## src/rtl/cnn_layer_accel_seq_gen_pkg.sv

```systemverilog
// Shared field layout, word type and FSM states for the sequence-table generator.
package cnn_layer_accel_seq_pkg;

    localparam int SEQ_RM_BIT   = 12;
    localparam int SEQ_RST_BIT  = 11;
    localparam int SEQ_P_BIT    = 10;
    localparam int SEQ_ADDR_LSB = 0;
    localparam int SEQ_ADDR_W   = 10;

    typedef struct packed {
        logic [2:0]            rsvd;
        logic                  rm;
        logic                  rst;
        logic                  p;
        logic [SEQ_ADDR_W-1:0] addr;
    } seq_word_t;

    typedef enum logic [1:0] {
        ST_IDLE,
        ST_GEN,
        ST_PAD,
        ST_DRAIN
    } seq_state_t;

    function automatic seq_word_t make_seq_word(input logic rm, input logic rst, input logic p,
                                                input logic [SEQ_ADDR_W-1:0] addr);
        logic [15:0] w;
        w = '0;
        w[SEQ_RM_BIT] = rm;
        w[SEQ_RST_BIT] = rst;
        w[SEQ_P_BIT] = p;
        w[SEQ_ADDR_LSB +: SEQ_ADDR_W] = addr;
        return seq_word_t'(w);
    endfunction

endpackage

```

## src/rtl/cnn_layer_accel_seq_gen_if.sv

```systemverilog
// Beat stream from the generator into the quad's sequence BRAM loader.
interface cnn_layer_accel_seq_gen_if #(
    parameter int C_LANES = 8
);
    logic                   config_valid;
    logic                   config_accept;
    logic [16*C_LANES-1:0]  config_data;

    modport master (output config_valid, output config_data, input config_accept);
    modport slave  (input config_valid, input config_data, output config_accept);
endinterface

```

## src/rtl/cnn_layer_accel_seq_gen_word_gen.sv

```systemverilog
// Per-group address/parity state; emits one sequence word per enable, group after group.
module cnn_layer_accel_seq_word_gen
    import cnn_layer_accel_seq_pkg::*;
#(
    parameter int C_WORDS_PER_GROUP = 5,
    parameter int C_ADDR_WIDTH      = 10
) (
    input  logic                    clk,
    input  logic                    rst_n,
    input  logic                    init,
    input  logic                    en,
    input  logic [C_ADDR_WIDTH-1:0] w1_base,
    input  logic [C_ADDR_WIDTH-1:0] hi_base,
    output seq_word_t               word,
    output logic                    last_word
);
    localparam int KW = $clog2(C_WORDS_PER_GROUP);
    localparam int AW = C_ADDR_WIDTH;

    logic [KW-1:0] k;
    logic [AW-1:0] w0_addr;
    logic [AW-1:0] w1_addr;
    logic [AW-1:0] hi_addr;
    logic          par;
    logic [AW-1:0] addr;
    logic          par_bit;

    // par is the group index LSB: word 0 carries its inverse, word 1 carries it directly
    always_comb begin
        last_word = (k == KW'(C_WORDS_PER_GROUP - 1));
        if (k == '0) begin
            addr    = w0_addr;
            par_bit = ~par;
        end else if (k == KW'(1)) begin
            addr    = w1_addr;
            par_bit = par;
        end else begin
            addr    = hi_addr + AW'(k) - AW'(2);
            par_bit = 1'b0;
        end
        word = make_seq_word(last_word, (k == '0), par_bit, SEQ_ADDR_W'(addr));
    end

    always_ff @(posedge clk or negedge rst_n) begin
        if (!rst_n) begin
            k       <= '0;
            w0_addr <= '0;
            w1_addr <= '0;
            hi_addr <= '0;
            par     <= 1'b0;
        end else if (init) begin
            k       <= '0;
            w0_addr <= '0;
            w1_addr <= w1_base;
            hi_addr <= hi_base;
            par     <= 1'b0;
        end else if (en) begin
            if (last_word) begin
                k       <= '0;
                w0_addr <= w0_addr + AW'(1);
                // word 1 advances by two only when entering an even group
                w1_addr <= w1_addr + (par ? AW'(2) : AW'(0));
                hi_addr <= hi_addr + AW'(1);
                par     <= ~par;
            end else begin
                k <= k + KW'(1);
            end
        end
    end

endmodule

```

## src/rtl/cnn_layer_accel_seq_gen.sv

```systemverilog
// Sequence-table generator: word generator, double-buffered lane packer, control FSM and beat handshake.
module cnn_layer_accel_seq_gen
    import cnn_layer_accel_seq_pkg::*;
#(
    parameter int C_WORDS_PER_GROUP = 5,
    parameter int C_LANES           = 8,
    parameter int C_NUM_BEATS       = 512,
    parameter int C_ADDR_WIDTH      = 10
) (
    input  logic                       clk,
    input  logic                       rst_n,
    input  logic                       start,
    input  logic [15:0]                cfg_num_groups,
    input  logic [C_ADDR_WIDTH-1:0]    cfg_w1_base,
    input  logic [C_ADDR_WIDTH-1:0]    cfg_hi_base,
    output logic                       busy,
    output logic                       done,
    cnn_layer_accel_seq_gen_if.master  cfg_bus
);
    localparam int TOTAL_WORDS = C_NUM_BEATS * C_LANES;
    localparam int MAX_GROUPS  = TOTAL_WORDS / C_WORDS_PER_GROUP;
    localparam int WCW         = $clog2(TOTAL_WORDS + 1);
    localparam int BCW         = $clog2(C_NUM_BEATS + 1);
    localparam int LW          = (C_LANES > 1) ? $clog2(C_LANES) : 1;
    localparam int BEAT_W      = 16 * C_LANES;

    seq_state_t        state, state_nxt;
    logic [15:0]       eff_groups;
    logic [15:0]       group_cnt;
    logic [WCW-1:0]    word_cnt;
    logic [LW-1:0]     lane_cnt;
    logic [BCW-1:0]    beat_cnt;
    logic [BEAT_W-1:0] fill_data;
    logic [BEAT_W-1:0] out_data;
    logic              fill_full;
    logic              out_valid;

    seq_word_t         gen_word;
    logic              gen_last;
    logic              gen_en;
    logic              init;
    logic [15:0]       new_word;
    logic              word_valid;
    logic              word_wr;
    logic              hshake;
    logic              xfer;
    logic              can_write;
    logic              last_lane;
    logic              last_group;
    logic              last_table_word;
    logic              last_hshake;

    cnn_layer_accel_seq_word_gen #(
        .C_WORDS_PER_GROUP (C_WORDS_PER_GROUP),
        .C_ADDR_WIDTH      (C_ADDR_WIDTH)
    ) u_word_gen (
        .clk       (clk),
        .rst_n     (rst_n),
        .init      (init),
        .en        (gen_en),
        .w1_base   (cfg_w1_base),
        .hi_base   (cfg_hi_base),
        .word      (gen_word),
        .last_word (gen_last)
    );

    // The fill register drains into the beat register whenever the beat register is free
    assign hshake          = out_valid & cfg_bus.config_accept;
    assign xfer            = fill_full & (~out_valid | cfg_bus.config_accept);
    assign can_write       = ~fill_full | xfer;
    assign last_lane       = (lane_cnt == LW'(C_LANES - 1));
    assign last_group      = (group_cnt == eff_groups - 16'd1);
    assign last_table_word = (word_cnt == WCW'(TOTAL_WORDS - 1));
    assign last_hshake     = hshake & (beat_cnt == BCW'(C_NUM_BEATS - 1));
    assign word_wr         = word_valid & can_write;

    assign busy                 = (state != ST_IDLE);
    assign cfg_bus.config_valid = out_valid;
    assign cfg_bus.config_data  = out_data;

    always_comb begin
        state_nxt  = state;
        init       = 1'b0;
        gen_en     = 1'b0;
        word_valid = 1'b0;
        new_word   = '0;
        unique case (state)
            ST_IDLE: begin
                if (start) begin
                    init      = 1'b1;
                    state_nxt = ST_GEN;
                end
            end
            ST_GEN: begin
                if (eff_groups == 16'd0) begin
                    state_nxt = ST_PAD;
                end else begin
                    word_valid = 1'b1;
                    new_word   = gen_word;
                    if (can_write) begin
                        gen_en = 1'b1;
                        if (gen_last && last_group)
                            state_nxt = last_table_word ? ST_DRAIN : ST_PAD;
                    end
                end
            end
            ST_PAD: begin
                word_valid = 1'b1;
                if (can_write && last_table_word)
                    state_nxt = ST_DRAIN;
            end
            ST_DRAIN: begin
                if (last_hshake)
                    state_nxt = ST_IDLE;
            end
            default: state_nxt = ST_IDLE;
        endcase
    end

    always_ff @(posedge clk or negedge rst_n) begin
        if (!rst_n) begin
            state      <= ST_IDLE;
            done       <= 1'b0;
            eff_groups <= '0;
            group_cnt  <= '0;
            word_cnt   <= '0;
            lane_cnt   <= '0;
            beat_cnt   <= '0;
            fill_full  <= 1'b0;
            out_valid  <= 1'b0;
        end else begin
            state <= state_nxt;
            done  <= (state == ST_DRAIN) & last_hshake;
            if (init) begin
                eff_groups <= (cfg_num_groups > 16'(MAX_GROUPS)) ? 16'(MAX_GROUPS) : cfg_num_groups;
                group_cnt  <= '0;
                word_cnt   <= '0;
                lane_cnt   <= '0;
                beat_cnt   <= '0;
            end else begin
                if (gen_en && gen_last)
                    group_cnt <= group_cnt + 16'd1;
                if (word_wr) begin
                    word_cnt <= word_cnt + WCW'(1);
                    lane_cnt <= last_lane ? '0 : lane_cnt + LW'(1);
                end
                if (hshake)
                    beat_cnt <= beat_cnt + BCW'(1);
            end
            if (word_wr && last_lane)
                fill_full <= 1'b1;
            else if (xfer)
                fill_full <= 1'b0;
            if (xfer)
                out_valid <= 1'b1;
            else if (hshake)
                out_valid <= 1'b0;
        end
    end

    // Words shift in from the top so the first word of a beat ends up in lane 0
    always_ff @(posedge clk or negedge rst_n) begin
        if (!rst_n) begin
            fill_data <= '0;
            out_data  <= '0;
        end else begin
            if (word_wr)
                fill_data <= BEAT_W'({new_word, fill_data} >> 16);
            if (xfer)
                out_data <= fill_data;
        end
    end

endmodule

```

## src/flat_wrapper.sv

```systemverilog
// flat-port wrapper written by rule: the top's interface ports become plain ports
module cnn_layer_accel_seq_gen_flat import cnn_layer_accel_seq_pkg::*;
#(
    parameter int C_WORDS_PER_GROUP = 5,
    parameter int C_LANES           = 8,
    parameter int C_NUM_BEATS       = 512,
    parameter int C_ADDR_WIDTH      = 10
)
  (clk, rst_n, start, cfg_num_groups, cfg_w1_base, cfg_hi_base, busy, done, cfg_bus_config_valid, cfg_bus_config_data, cfg_bus_config_accept);
  cnn_layer_accel_seq_gen_if #(.C_LANES(C_LANES)) cfg_bus_i ();
  input  logic clk;
  input  logic rst_n;
  input  logic start;
  input  logic [15:0] cfg_num_groups;
  input  logic [C_ADDR_WIDTH-1:0] cfg_w1_base;
  input  logic [C_ADDR_WIDTH-1:0] cfg_hi_base;
  output logic busy;
  output logic done;
  output wire logic [$bits(cfg_bus_i.config_valid)-1:0] cfg_bus_config_valid;
  output wire logic [$bits(cfg_bus_i.config_data)-1:0] cfg_bus_config_data;
  input wire logic [$bits(cfg_bus_i.config_accept)-1:0] cfg_bus_config_accept;
  assign cfg_bus_config_valid = cfg_bus_i.config_valid;
  assign cfg_bus_config_data = cfg_bus_i.config_data;
  assign cfg_bus_i.config_accept = cfg_bus_config_accept;
  cnn_layer_accel_seq_gen #(.C_WORDS_PER_GROUP(C_WORDS_PER_GROUP), .C_LANES(C_LANES), .C_NUM_BEATS(C_NUM_BEATS), .C_ADDR_WIDTH(C_ADDR_WIDTH)) u_core (.clk(clk), .rst_n(rst_n), .start(start), .cfg_num_groups(cfg_num_groups), .cfg_w1_base(cfg_w1_base), .cfg_hi_base(cfg_hi_base), .busy(busy), .done(done), .cfg_bus(cfg_bus_i));
endmodule
```

## config.mk

```make
export PLATFORM = sky130hd
export DESIGN_NAME = cnn_layer_accel_seq_gen_flat
export DESIGN_NICKNAME = d
export VERILOG_FILES = /design/src/rtl/cnn_layer_accel_seq_gen_pkg.sv /design/src/rtl/cnn_layer_accel_seq_gen_if.sv /design/src/rtl/cnn_layer_accel_seq_gen_word_gen.sv /design/src/rtl/cnn_layer_accel_seq_gen.sv /design/src/flat_wrapper.sv
export SDC_FILE = /design/constraint.sdc
export NUM_CORES = 1
export LEC_CHECK = 0
export CAP_MARGIN = 40
export CORE_ASPECT_RATIO = 1.25
export CORE_MARGIN = 2
export CORE_UTILIZATION = 30
export CTS_CLUSTER_SIZE = 40
export DETAILED_ROUTE_END_ITERATION = 10
export PLACE_DENSITY = 0.58
export REMOVE_ABC_BUFFERS = 1
export SLEW_MARGIN = 10
export SYNTH_ARGS = -nofsm -noshare
export SYNTH_HDL_FRONTEND = slang
export SYNTH_SLANG_ARGS = --single-unit
```

## constraint.sdc

```tcl
create_clock -name clk -period 2.9 [get_ports clk]
set_clock_uncertainty 0.2 [all_clocks]
set_input_delay 0.58 -clock clk [delete_from_list [all_inputs] [get_ports clk]]
set_output_delay 0.58 -clock clk [all_outputs]
set_load 0.1 [all_outputs]
```

==> load_flow_metrics.sql, run 1 <==
INSERT INTO impl_metrics (metric_group, metric, value, unit) VALUES
('run_status', 'run_status', 'finished, final reports clean', ''),
('setup_path', 'start_kind', 'flop', ''),
('setup_path', 'worstPathRequired', '3110', 'ps'),
('power_and_ir_drop', 'pwr_density_cell', '524', 'mW/mm²'),
('cells_and_area', 'final_nets', '1588', ''),
('sta', 'setup-violations-final', '0', ''),
('floorplanning', 'start_util', '30.4', '%'),
('route', 'route.detailed.wl_per_inst', '14.7', 'µm'),
('route', 'dr_total_vias', '9603', ''),
('placed_design', 'detailed_place_hpwl', '20.8', 'mm'),
('setup_path', 'reg2reg_path_depth', '13', ''),
('placed_design', 'finalWeightedCongestion', '0.777', ''),
('global_routing', 'track_usage', '13.1', '%'),
('sta', 'timing.fmax', '345', 'MHz'),
('synth', 'yosys_register_bits', '305', ''),
('sta', 'maxSlewHeadroom', '55.6', '%'),
('cells_and_area', 'insertedDiodeCount', '0', ''),
('floorplanning', 'placeableCoreArea', '0.0451', 'mm²'),
('setup_path', 'crit_path_start', 'u_core.u_word_gen.hi_addr[1]', ''),
('route', 'post-route-drc-count', '0', ''),
('synth', 'synthCells', '1306', ''),
('setup_path', 'worst_r2r_end', 'u_core.fill_data[121]', ''),
('route', 'drt_first_iter_violations', '428', ''),
('cells_and_area', 'area.growth.synth_to_final', '26.6', '%'),
('job', 'drv.max_cap_violation_count', '0', ''),
('clocking', 'cts_inserted_buffers', '35', ''),
('sta', 'finalCriticalPeriod', '2900', 'ps'),
('synth', 'mean_cell_area_of_the_mapped_netlist', '10.5', 'µm²'),
('route', 'route.detailed.vias_per_inst', '4.53', ''),
('power_and_ir_drop', 'max-vdd-ir-drop', '0.333', 'mV'),
('synth', 'synth_area', '0.0137', 'mm²'),
('synth', 'synth-async-reset-ratio', '100', '%'),
('global_routing', 'grt_antenna_before_repair', '0', ''),
('synth', 'yosysSeqAreaShare', '55.7', '%'),
('synth', 'yosysTopAreaCellShare', '55.7', '%'),
('clocking', 'tritoncts', 'done', ''),
('clocking', 'clkSinkCount', '305', ''),
('sta', 'slew_violations', '0', ''),
('clocking', 'clk_root_buffer_cell', 'clkbuf_16', ''),
('setup_path', 'reg2reg_from', 'u_core.u_word_gen.hi_addr[1]', ''),
('sta', 'post-route-period-util', '99.9', '%'),
('worst_hold_path', 'worst_hold_class', 'reg -> reg', ''),
('setup_path', 'timing_worst_setup_path_type', 'reg -> reg', ''),
('placed_design', 'place.port_buffers', '146', ''),
('setup_path', 'data_arrival_at_the_endpoint_of_the_critical_path', '3110', 'ps'),
('clocking', 'clock_path_buffers', '3', ''),
('sta', 'final-hold-violation-count', '0', ''),
('synth', 'synth_top_flop_cell', 'dfrtp_1', ''),
('floorplanning', 'die_area', '0.0474', 'mm²'),
('synth', 'synth.top_cells.by_area', 'dfrtp_1 56%, nand2_1 9.7%, mux2_2 8.6%', ''),
('sta', 'timing_worst_slew_pin_value', '667', 'ps'),
('synth', 'synth_top_cell_by_area', 'dfrtp_1', ''),
('setup_path', 'timing.critical_path.fanout_max', '2', ''),
('route', 'drtPass1Iterations', '4', ''),
('global_routing', 'grt_start_max_net_pins', '74', ''),
('global_routing', 'overflow', '0', ''),
('placed_design', 'place_area', '0.0159', 'mm²'),
('floorplanning', 'boundaryPins', '171', ''),
('synth', 'synth_edf_count', '0', ''),
('global_routing', 'global_route_wire_length_before_repair', '51.1', 'mm'),
('clocking', 'clk_pin_slew_worst_paths', '60', 'ps'),
('sta', 'fin_worst_hold_slack', '267', 'ps'),
('route', 'wirelength', '31.0', 'mm'),
('floorplanning', 'floorplan.die.height', '243', 'µm'),
('synth', 'synth.distinct_cells', '63', ''),
('clocking', 'cts_max_level', '2', ''),
('cells_and_area', 'final_design_area_no_fill', '0.0173', 'mm²'),
('setup_path', 'critical_path.endpoint_type', 'flop', ''),
('route', 'drt.antenna.violating_nets', '0', ''),
('setup_path', 'r2r_slack', '2', 'ps'),
('floorplanning', 'chipWidth', '195', 'µm'),
('synth', 'synthesis.yosys.warnings', '0', ''),
('cells_and_area', 'layout-drive-gt1-share', '24.9', '%'),
('floorplanning', 'placementRows', '87', ''),
('clocking', 'clk_latency', '520', 'ps'),
('power_and_ir_drop', 'p_leak', '0.00884', 'µW'),
('global_routing', 'vias_in_the_first_global_route', '9731', ''),
('sta', 'setup_repair_after_global_routing_missed_its_margin', 'true', ''),
('setup_path', 'critical_path.endpoint', 'u_core.fill_data[121]', '');
[sequential cells by signal, summed over array words and instances, names as in the netlist]
| name | count |
|---|---|
| u_core.cfg_bus.config_valid | 1 |
| u_core.state | 2 |
| u_core.beat_cnt | 10 |
| u_core.group_cnt | 16 |
| u_core.word_cnt | 13 |
| u_core.cfg_bus.config_data | 104 |
| u_core.u_word_gen.par | 1 |
| u_core.eff_groups | 16 |
| u_core.fill_full | 1 |
| u_core.fill_data | 104 |
| u_core.u_word_gen.hi_addr | 10 |
| u_core.done | 1 |
| u_core.u_word_gen.w1_addr | 10 |
| u_core.u_word_gen.w0_addr | 10 |
| u_core.lane_cnt | 3 |
| u_core.u_word_gen.k | 3 |
[cell families (layout without fill, tap and decap cells)]
group                      after synthesis  after routing  share of synthesized area [%]
and+or+nand+nor                        548            548                           17.4
DFF                                    305            305                           55.7
AOI/OAI and AO/OA                      120            120                           5.47
muxes                                  115            115                           9.37
buffers and inverters                  100            311                           3.54
xor gates and xnor gates                82             82                           5.25
adders and majority gates               35             35                           3.25
other                                    1             24                         0.0274
[worst min path at each step]
stage / cells after the start / start / end / slack, ps
after floorplan: 0 / rst_n / u_core.beat_cnt[0] / 80
after global placement: 2 / u_core.fill_data[0] / u_core.fill_data[0] / 250
after detailed placement: 2 / u_core.fill_data[8] / u_core.fill_data[8] / 260
after CTS: 2 / u_core.fill_data[2] / u_core.fill_data[2] / 270
after global routing: 2 / u_core.fill_data[11] / u_core.fill_data[11] / 300
final: 2 / u_core.fill_data[2] / u_core.fill_data[2] / 270
[through the flow]
step	cells	total power, µW	util, %	TNS (ps)	setup slack [ps]
floorplan	1252	4490	-	-501690	-3830
global placement	2041	4660	35.3	-3740	-289
detailed placement	2041	4660	35.3	-9350	-391
CTS	2109	9250	38.1	0	8.60
global route	2118	9430	38.5	-189	-162
finish	2118	9080	38.5	0	2.07
[cell usage after synthesis, types with 2 or more instances]
cell,n
a21o_1,2
a21oi_1,31
a221oi_1,2
a22o_1,8
a31oi_1,3
and2_1,8
and3_1,10
and4_1,3
buf_1,4
buf_2,14
buf_4,24
clkbuf_1,34
dfrtp_1,305
ha_1,34
inv_1,23
mux2_2,105
mux2i_1,10
nand2_1,353
nand2b_1,3
nand3_1,17
nand4_1,23
nor2_1,80
nor2b_1,8
nor3_1,10
nor3b_1,4
nor4_1,4
o211ai_1,7
o21a_1,3
o21ai_0,45
o21ai_1,3
o31ai_1,3
or2_2,3
or3_1,9
or4b_1,2
xnor2_1,38
xor2_1,44
[layout by cell type, fill, tap and decap left out, types with 8 or more instances in the layout]
| master | instances |
|---|---|
| xnor2_1 | 38 |
| nor2b_1 | 8 |
| mux2_2 | 105 |
| clkbuf_16 | 37 |
| a22o_1 | 8 |
| o21ai_0 | 43 |
| clkdlybuf4s50_1 | 38 |
| a21oi_1 | 29 |
| inv_1 | 20 |
| nand2_1 | 352 |
| and3_1 | 10 |
| mux2i_1 | 10 |
| nand4_1 | 23 |
| nor2_1 | 79 |
| conb_1 | 24 |
| buf_12 | 8 |
| or3_1 | 9 |
| ha_1 | 32 |
| dfrtp_1 | 305 |
| buf_4 | 172 |
| nand3_1 | 17 |
| nor3_1 | 10 |
| xor2_1 | 44 |
[layer usage]
layer / vias up / share of wire [%] / GRT usage (%)
met2: 167 / 48 / 22.2
met3: 47 / 3.3 / 1.97
li1: 4730 / - / -
met4: 0 / 2.4 / 4.29
met1: 4659 / 47 / 17.3
met5: - / 0 / 0
[cell type report]
| class | count | area (µm²) |
|---|---|---|
| Fill cell | 4482 | 27700 |
| Sequential cell | 305 | 7630 |
| Multi-Input combinational cell | 924 | 5760 |
| Timing Repair Buffer | 224 | 1950 |
| Clock buffer | 46 | 988 |
| Tap cell | 578 | 723 |
| Clock inverter | 18 | 200 |
| Inverter | 23 | 86.3 |
[critical path, cell delays in order, from the launching register on]
cell and delay [ps]:
dfrtp_1 360, inv_2 60, ha_4 250, inv_2 40, ha_4 160, fa_2 350, a21o_1 190, a21oi_2 160
o21bai_2 100, a2111oi_2 370, nor2_1 100, xnor2_1 170, o21ai_1 90, a22o_1 180
[what timing repair did]
item	CTS	global route
hold buffers	1	0
gates cloned	0	1
buffers inserted	3	8
setup endpoints to repair	100	113
pin swaps	5	21
endpoints found under the hold margin	64	0
resized for setup	4	20
[power by group]
part	switching, µW	total [µW]	leakage (µW)	internal, µW
combinational	238	306	0.00405	68.1
sequential	6.20	4270	0.00421	4260
clock	1810	4510	0.000584	2700
Power figures use the tool's default switching activity.
==> inputs of run 2 (changes only) <==
--- a/config.mk
+++ b/config.mk
@@ -9,6 +9,7 @@
 export CORE_ASPECT_RATIO = 1.25
 export CORE_MARGIN = 2
 export CORE_UTILIZATION = 30
+export CTS_BUF_LIST = sky130_fd_sc_hd__clkbuf_8
 export CTS_CLUSTER_SIZE = 40
 export DETAILED_ROUTE_END_ITERATION = 10
 export PLACE_DENSITY = 0.58
==> run 2 against run 1 <==
Against the previous run:
- combinational power about the same
- critical path depth did not move
- first-iteration DRC count fell by 5.6%
- largest cell class unchanged
- non-clock buffer count unchanged
- critical path type unchanged
- hold slack about the same
- the flow now finishes with violations (setup timing)
==> load_flow_metrics.sql, run 2 (synthesized netlist as in run 1, its figures left out) <==
INSERT INTO impl_metrics (metric_group, metric, value, unit) VALUES
('sta', 'setup_repair_after_global_routing_missed_its_margin', 'true', ''),
('cells_and_area', 'finish.utilization', '38.2', '%'),
('sta', 'timing_worst_slew_pin_value', '661', 'ps'),
('sta', 'post-route-period-util', '101', '%'),
('floorplanning', 'boundaryPins', '171', ''),
('global_routing', 'grt_antenna_before_repair', '1', ''),
('setup_path', 'r2r_slack', '-20', 'ps'),
('route', 'drt_first_iter_violations', '404', ''),
('sta', 'setup_ws', '-18.6', 'ps'),
('clocking', 'clock_path_buffers', '3', ''),
('power_and_ir_drop', 'clockPowerShare', '47.0', '%'),
('route', 'wirelength', '31.4', 'mm'),
('cells_and_area', 'area.growth.synth_to_final', '25.8', '%'),
('sta', 'setup-violations-final', '1', ''),
('cells_and_area', 'layout.cells.most_common', 'nand2_1', ''),
('cells_and_area', 'layout-drive-gt1-share', '25.4', '%'),
('route', 'drt.antenna.violating_nets', '0', ''),
('clocking', 'cts_inserted_buffers', '51', ''),
('power_and_ir_drop', 'internal-power', '6640', 'µW'),
('route', 'post-route-drc-count', '0', ''),
('global_routing', 'grt_start_max_net_pins', '74', ''),
('cells_and_area', 'post_layout_instance_count_excluding_filler_cells', '2143', ''),
('power_and_ir_drop', 'power.share.combinational', '3.5', '%'),
('floorplanning', 'chipWidth', '195', 'µm'),
('job', 'drv.max_cap_violation_count', '0', ''),
('route', 'route.detailed.wl_per_inst', '14.6', 'µm'),
('setup_path', 'cpMostUsedCell', 'ha_4', ''),
('sta', 'slew_violations', '0', ''),
('worst_hold_path', 'hold_depth', '2', ''),
('floorplanning', 'floorplan.die.height', '243', 'µm'),
('cells_and_area', 'most-common-layout-cells', '352 x nand2_1, 305 x dfrtp_1, 172 x buf_4', ''),
('setup_path', 'reg2reg_path_depth', '13', ''),
('route', 'dr_total_vias', '9730', ''),
('sta', 'maxSlewHeadroom', '55.9', '%'),
('setup_path', 'crit_path_cell_trace', 'inv_1 > ha_4 > inv_2 > ha_4 > fa_2 > a21o_1 > a21oi_2 > o21bai_2 > a2111oi_2 > nor2_1 > xnor2_1 > o21ai_1 > a22o_1', ''),
('setup_path', 'data_arrival_at_the_endpoint_of_the_critical_path', '3200', 'ps'),
('floorplanning', 'die_area', '0.0474', 'mm²'),
('clocking', 'clk_pin_slew_worst_paths', '60', 'ps'),
('power_and_ir_drop', 'total_power_draw', '8640', 'µW'),
('cells_and_area', 'final_nets', '1604', ''),
('clocking', 'tritoncts', 'done', ''),
('route', 'drtPass1Iterations', '4', ''),
('setup_path', 'timing.critical_path.fanout_max', '2', ''),
('run_status', 'failing_checks', 'setup timing', ''),
('route', 'route.detailed.vias_per_inst', '4.54', ''),
('setup_path', 'critical_path.endpoint_type', 'flop', ''),
('sta', 'timing.fmax', '343', 'MHz'),
('floorplanning', 'placeableCoreArea', '0.0451', 'mm²'),
('floorplanning', 'start_util', '30.4', '%'),
('power_and_ir_drop', 'max-vdd-ir-drop', '0.286', 'mV'),
('power_and_ir_drop', 'power.switching', '1990', 'µW'),
('clocking', 'clk_latency', '600', 'ps'),
('sta', 'final-hold-violation-count', '0', ''),
('global_routing', 'global_route_wire_length_before_repair', '51.5', 'mm'),
('setup_path', 'start_kind', 'flop', ''),
('placed_design', 'place.port_buffers', '146', ''),
('placed_design', 'detailed_place_hpwl', '20.8', 'mm'),
('global_routing', 'vias_in_the_first_global_route', '9860', ''),
('setup_path', 'crit_path_max_incr_delay', '370', 'ps'),
('placed_design', 'finalWeightedCongestion', '0.777', ''),
('floorplanning', 'placementRows', '87', ''),
('clocking', 'cts_max_level', '2', ''),
('global_routing', 'overflow', '0', ''),
('setup_path', 'timing_worst_setup_path_type', 'reg -> reg', ''),
('clocking', 'clkSinkCount', '305', ''),
('run_status', 'run_status', 'finished, violations left', ''),
('worst_hold_path', 'worst_hold_class', 'reg -> reg', ''),
('setup_path', 'worstPathRequired', '3180', 'ps'),
('power_and_ir_drop', 'p_leak', '0.00886', 'µW'),
('power_and_ir_drop', 'share_seq_of_total_power', '49.4', '%'),
('power_and_ir_drop', 'pwr_density_cell', '501', 'mW/mm²'),
('sta', 'finalCriticalPeriod', '2920', 'ps'),
('clocking', 'clk_root_buffer_cell', 'clkbuf_8', ''),
('setup_path', 'worst_path_max_delay_cell', 'a2111oi_2', ''),
('power_and_ir_drop', 'power_switching_share', '23.1', '%'),
('placed_design', 'dp_slack', '-391', 'ps'),
('placed_design', 'dpl.cell_count', '2041', ''),
('global_routing', 'track_usage', '13.2', '%');
[run 2: through the flow]
stage	TNS (ps)	hold WS, ps	area, µm²
finish	-18.6	268	17200
global route	-236	299	17200
CTS	0	273	17000
detailed placement	-9350	259	15900
global placement	-3740	255	15900
floorplan	-501690	84.4	13400
[run 2: power groups by stage]
stage	sequential (µW)	combinational, µW	clock, µW
3_3_place_gp	4340	312	0
4_1_cts	4270	316	4230
6_report	4270	306	4060
3_5_place_dp	4340	314	0
5_1_grt	4260	333	4400
2_1_floorplan	4340	144	0
[run 2: final cells by class]
| type | count | area [µm²] |
|---|---|---|
| sequential | 305 | 7630 |
| clock inverter | 28 | 249 |
| multi-input combinational | 924 | 5770 |
| inverter | 23 | 86.3 |
| antenna | 1 | 2.50 |
| clock buffer | 60 | 826 |
| fill | 4536 | 27800 |
| timing repair buffer | 224 | 1940 |
| tap | 578 | 723 |
[run 2: metal layers]
layer  GRT usage, %  routed length (µm)
met5              0                   0
met3           2.46                1340
met2           22.1               14800
met1           17.2               14400
met4           4.38                 771
[run 2: path summary, 6_finish.rpt]
kind / from / end
max: u_core.u_word_gen.hi_addr[1] / u_core.fill_data[121]
max reg2reg: u_core.u_word_gen.hi_addr[1] / u_core.fill_data[121]
min: u_core.fill_data[2] / u_core.fill_data[2]
min in group asynchronous: rst_n / u_core.done
max in group asynchronous: rst_n / u_core.cfg_bus.config_data[86]
min reg2reg: u_core.fill_data[2] / u_core.fill_data[2]
[run 2: worst max-delay path, delay by kind of cell (launching register included)]
kind,cells,cell delay (ps)
AO/OA/AOI/OAI,6,1100
adder cells (fa/ha/maj),3,780
flip-flops,1,350
XOR/XNOR,1,170
buffers and inverters,2,120
AND/OR/NAND/NOR,1,100
[run 2: what timing repair did]
action,CTS,global route
cloned,0,1
pin swaps,5,18
hold buffers,1,0
gates resized for setup,4,23
buffers inserted,3,8
endpoints found under the hold margin,64,0
setup endpoints to repair,100,113
==> inputs of run 3 (changes only) <==
--- a/config.mk
+++ b/config.mk
@@ -12,7 +12,7 @@
 export CTS_BUF_LIST = sky130_fd_sc_hd__clkbuf_8
 export CTS_CLUSTER_SIZE = 40
 export DETAILED_ROUTE_END_ITERATION = 10
-export PLACE_DENSITY = 0.58
+export PLACE_DENSITY = 0.53
 export REMOVE_ABC_BUFFERS = 1
 export SLEW_MARGIN = 10
 export SYNTH_ARGS = -nofsm -noshare
==> run 3 against run 2 <==
Against the previous run:
- the run now ends clean
- maximum frequency increased by 3.1%
- critical path depth decreased by 3
- total power decreased by 1.3%
- clock power decreased by 3%
- via count decreased by 0.54%
- clock-buffer cell count increased by 7
- sequential power about the same
- critical endpoint is now u_core.state[0]
- largest power group unchanged
==> load_flow_metrics.sql, run 3 (synthesized netlist as in run 1, its figures left out) <==
INSERT INTO impl_metrics (metric_group, metric, value, unit) VALUES
('run_status', 'run_status', 'finished, final reports clean', ''),
('power_and_ir_drop', 'power.switching', '1970', 'µW'),
('sta', 'setup-violations-final', '0', ''),
('cells_and_area', 'post_layout_instance_count_excluding_filler_cells', '2141', ''),
('global_routing', 'global_route_wire_length_before_repair', '51.8', 'mm'),
('global_routing', 'overflow', '0', ''),
('clocking', 'clkSinkCount', '305', ''),
('global_routing', 'grt_antenna_before_repair', '0', ''),
('setup_path', 'data_arrival_at_the_endpoint_of_the_critical_path', '3130', 'ps'),
('global_routing', 'global_route.peak_usage_layer', 'met2', ''),
('cells_and_area', 'finish.utilization', '38.2', '%'),
('power_and_ir_drop', 'max-vdd-ir-drop', '0.248', 'mV'),
('sta', 'slew_violations', '0', ''),
('cells_and_area', 'final_design_area_no_fill', '0.0172', 'mm²'),
('setup_path', 'start_kind', 'flop', ''),
('route', 'route.detailed.wl_per_inst', '14.5', 'µm'),
('placed_design', 'dpl.cell_count', '2048', ''),
('global_routing', 'grt_start_max_net_pins', '86', ''),
('global_routing', 'gr_met2_demand_resource', '22.2', '%'),
('power_and_ir_drop', 'pwr_density_cell', '495', 'mW/mm²'),
('sta', 'maxSlewHeadroom', '50.3', '%'),
('clocking', 'clk_latency', '590', 'ps'),
('job', 'drv.max_cap_violation_count', '0', ''),
('power_and_ir_drop', 'internal-power', '6560', 'µW'),
('clocking', 'cts_inserted_buffers', '52', ''),
('route', 'drt.antenna.violating_nets', '0', ''),
('worst_hold_path', 'worst_hold_class', 'reg -> reg', ''),
('sta', 'timing.fmax', '353', 'MHz'),
('clocking', 'clock_path_buffers', '3', ''),
('floorplanning', 'die_area', '0.0474', 'mm²'),
('floorplanning', 'placementRows', '87', ''),
('power_and_ir_drop', 'share_seq_of_total_power', '50.1', '%'),
('sta', 'setup_repair_after_global_routing_missed_its_margin', 'true', ''),
('global_routing', 'track_usage', '13.3', '%'),
('sta', 'setup_ws', '68.4', 'ps'),
('power_and_ir_drop', 'power_switching_share', '23.1', '%'),
('floorplanning', 'floorplan.die.height', '243', 'µm'),
('cells_and_area', 'final_nets', '1605', ''),
('power_and_ir_drop', 'power.share.combinational', '3.6', '%'),
('cells_and_area', 'final.fill_count', '4530', ''),
('clocking', 'tritoncts', 'done', ''),
('sta', 'post-route-period-util', '97.6', '%'),
('sta', 'final-hold-violation-count', '0', ''),
('route', 'drtPass1Iterations', '6', ''),
('floorplanning', 'start_util', '30.4', '%'),
('cells_and_area', 'layout.cells.most_common', 'nand2_1', ''),
('cells_and_area', 'layout-drive-gt1-share', '25.6', '%'),
('route', 'dr_total_vias', '9677', ''),
('floorplanning', 'boundaryPins', '171', ''),
('cells_and_area', 'insertedDiodeCount', '0', ''),
('clocking', 'clk_pin_slew_worst_paths', '60', 'ps'),
('sta', 'finalCriticalPeriod', '2830', 'ps'),
('placed_design', 'place_area', '0.0160', 'mm²'),
('placed_design', 'finalWeightedCongestion', '0.796', ''),
('route', 'route.detailed.vias_per_inst', '4.52', ''),
('floorplanning', 'chipWidth', '195', 'µm'),
('setup_path', 'critical_path.endpoint_type', 'flop', ''),
('placed_design', 'place.port_buffers', '146', ''),
('cells_and_area', 'most-common-layout-cells', '352 x nand2_1, 305 x dfrtp_1, 169 x buf_4', ''),
('sta', 'tns', '0', 'ps'),
('route', 'drt_first_iter_violations', '497', ''),
('setup_path', 'timing_worst_setup_path_type', 'reg -> reg', ''),
('clocking', 'clk_root_buffer_cell', 'clkbuf_8', ''),
('clocking', 'cts_max_level', '2', ''),
('sta', 'timing_worst_slew_pin_value', '745', 'ps'),
('global_routing', 'routing_usage_on_met3', '2.42', '%'),
('route', 'wirelength', '31.1', 'mm'),
('placed_design', 'detailed_place_hpwl', '21.1', 'mm'),
('power_and_ir_drop', 'p_leak', '0.00885', 'µW'),
('setup_path', 'timing.critical_path.fanout_max', '4', ''),
('power_and_ir_drop', 'clockPowerShare', '46.3', '%'),
('placed_design', 'dp_slack', '-363', 'ps'),
('floorplanning', 'placeableCoreArea', '0.0451', 'mm²'),
('global_routing', 'vias_in_the_first_global_route', '9725', ''),
('global_routing', 'global_route.usage.met1', '17.5', '%'),
('setup_path', 'worstPathRequired', '3200', 'ps'),
('route', 'post-route-drc-count', '0', ''),
('cells_and_area', 'area.growth.synth_to_final', '25.7', '%');
## run 3: critical path, cell delays in order (launching register included)
cell and delay (ps):
dfrtp_1 400, inv_2 80, ha_4 130, or4b_4 490
nor4_4 360, o21ai_1 120, nand4_1 100, or4b_4 470
o22ai_4 190, o21ai_2 90, a22oi_2 120
## run 3: layer usage
| metal | vias up | wire length [µm] |
|---|---|---|
| li1 | 4761 | - |
| met1 | 4681 | 14200 |
| met2 | 178 | 14900 |
| met3 | 57 | 1240 |
| met4 | 0 | 735 |
| met5 | - | 0 |
## run 3: what timing repair did
item / in CTS / in global routing
hold endpoints to repair: 74 / 0
buffers inserted: 0 / 5
pin swaps: 4 / 12
endpoints found under the setup margin: 1 / 108
gates resized for setup: 5 / 21
hold buffers: 1 / 0
## run 3: through the flow
step	total power, µW	hold slack [ps]
5_1_grt	8910	299
3_3_place_gp	4660	254
3_5_place_dp	4660	259
6_report	8530	270
4_1_cts	8700	273
2_1_floorplan	4490	84.4
## run 3: final timing paths
| path | from | to | slack (ps) | cells past startpoint |
|---|---|---|---|---|
| max | u_core.eff_groups[1] | u_core.state[0] | 70 | 10 |
| min in group asynchronous | rst_n | u_core.cfg_bus.config_data[12] | 390 | 2 |
| max in group asynchronous | rst_n | u_core.group_cnt[13] | 1320 | 3 |
| min | u_core.fill_data[11] | u_core.fill_data[11] | 270 | 2 |
| max reg2reg | u_core.eff_groups[1] | u_core.state[0] | 70 | 10 |
| min reg2reg | u_core.fill_data[11] | u_core.fill_data[11] | 270 | 2 |
## run 3: final cells by class
class	instances	area [µm²]	area share, %
well taps	578	723	4.20
multi-input cells	924	5750	33.4
clock buffers	67	922	5.36
clock inverters	20	138	0.799
repair buffers	224	1970	11.4
inverters	23	86.3	0.501
flip-flops and latches	305	7630	44.3
## run 3: power groups by stage
| stage | registers (µW) | clock network [µW] | logic [µW] |
|---|---|---|---|
| floorplan | 4340 | 0 | 144 |
| global placement | 4340 | 0 | 316 |
| detailed placement | 4340 | 0 | 318 |
| CTS | 4270 | 4110 | 320 |
| global route | 4270 | 4300 | 341 |
| finish | 4270 | 3950 | 311 |
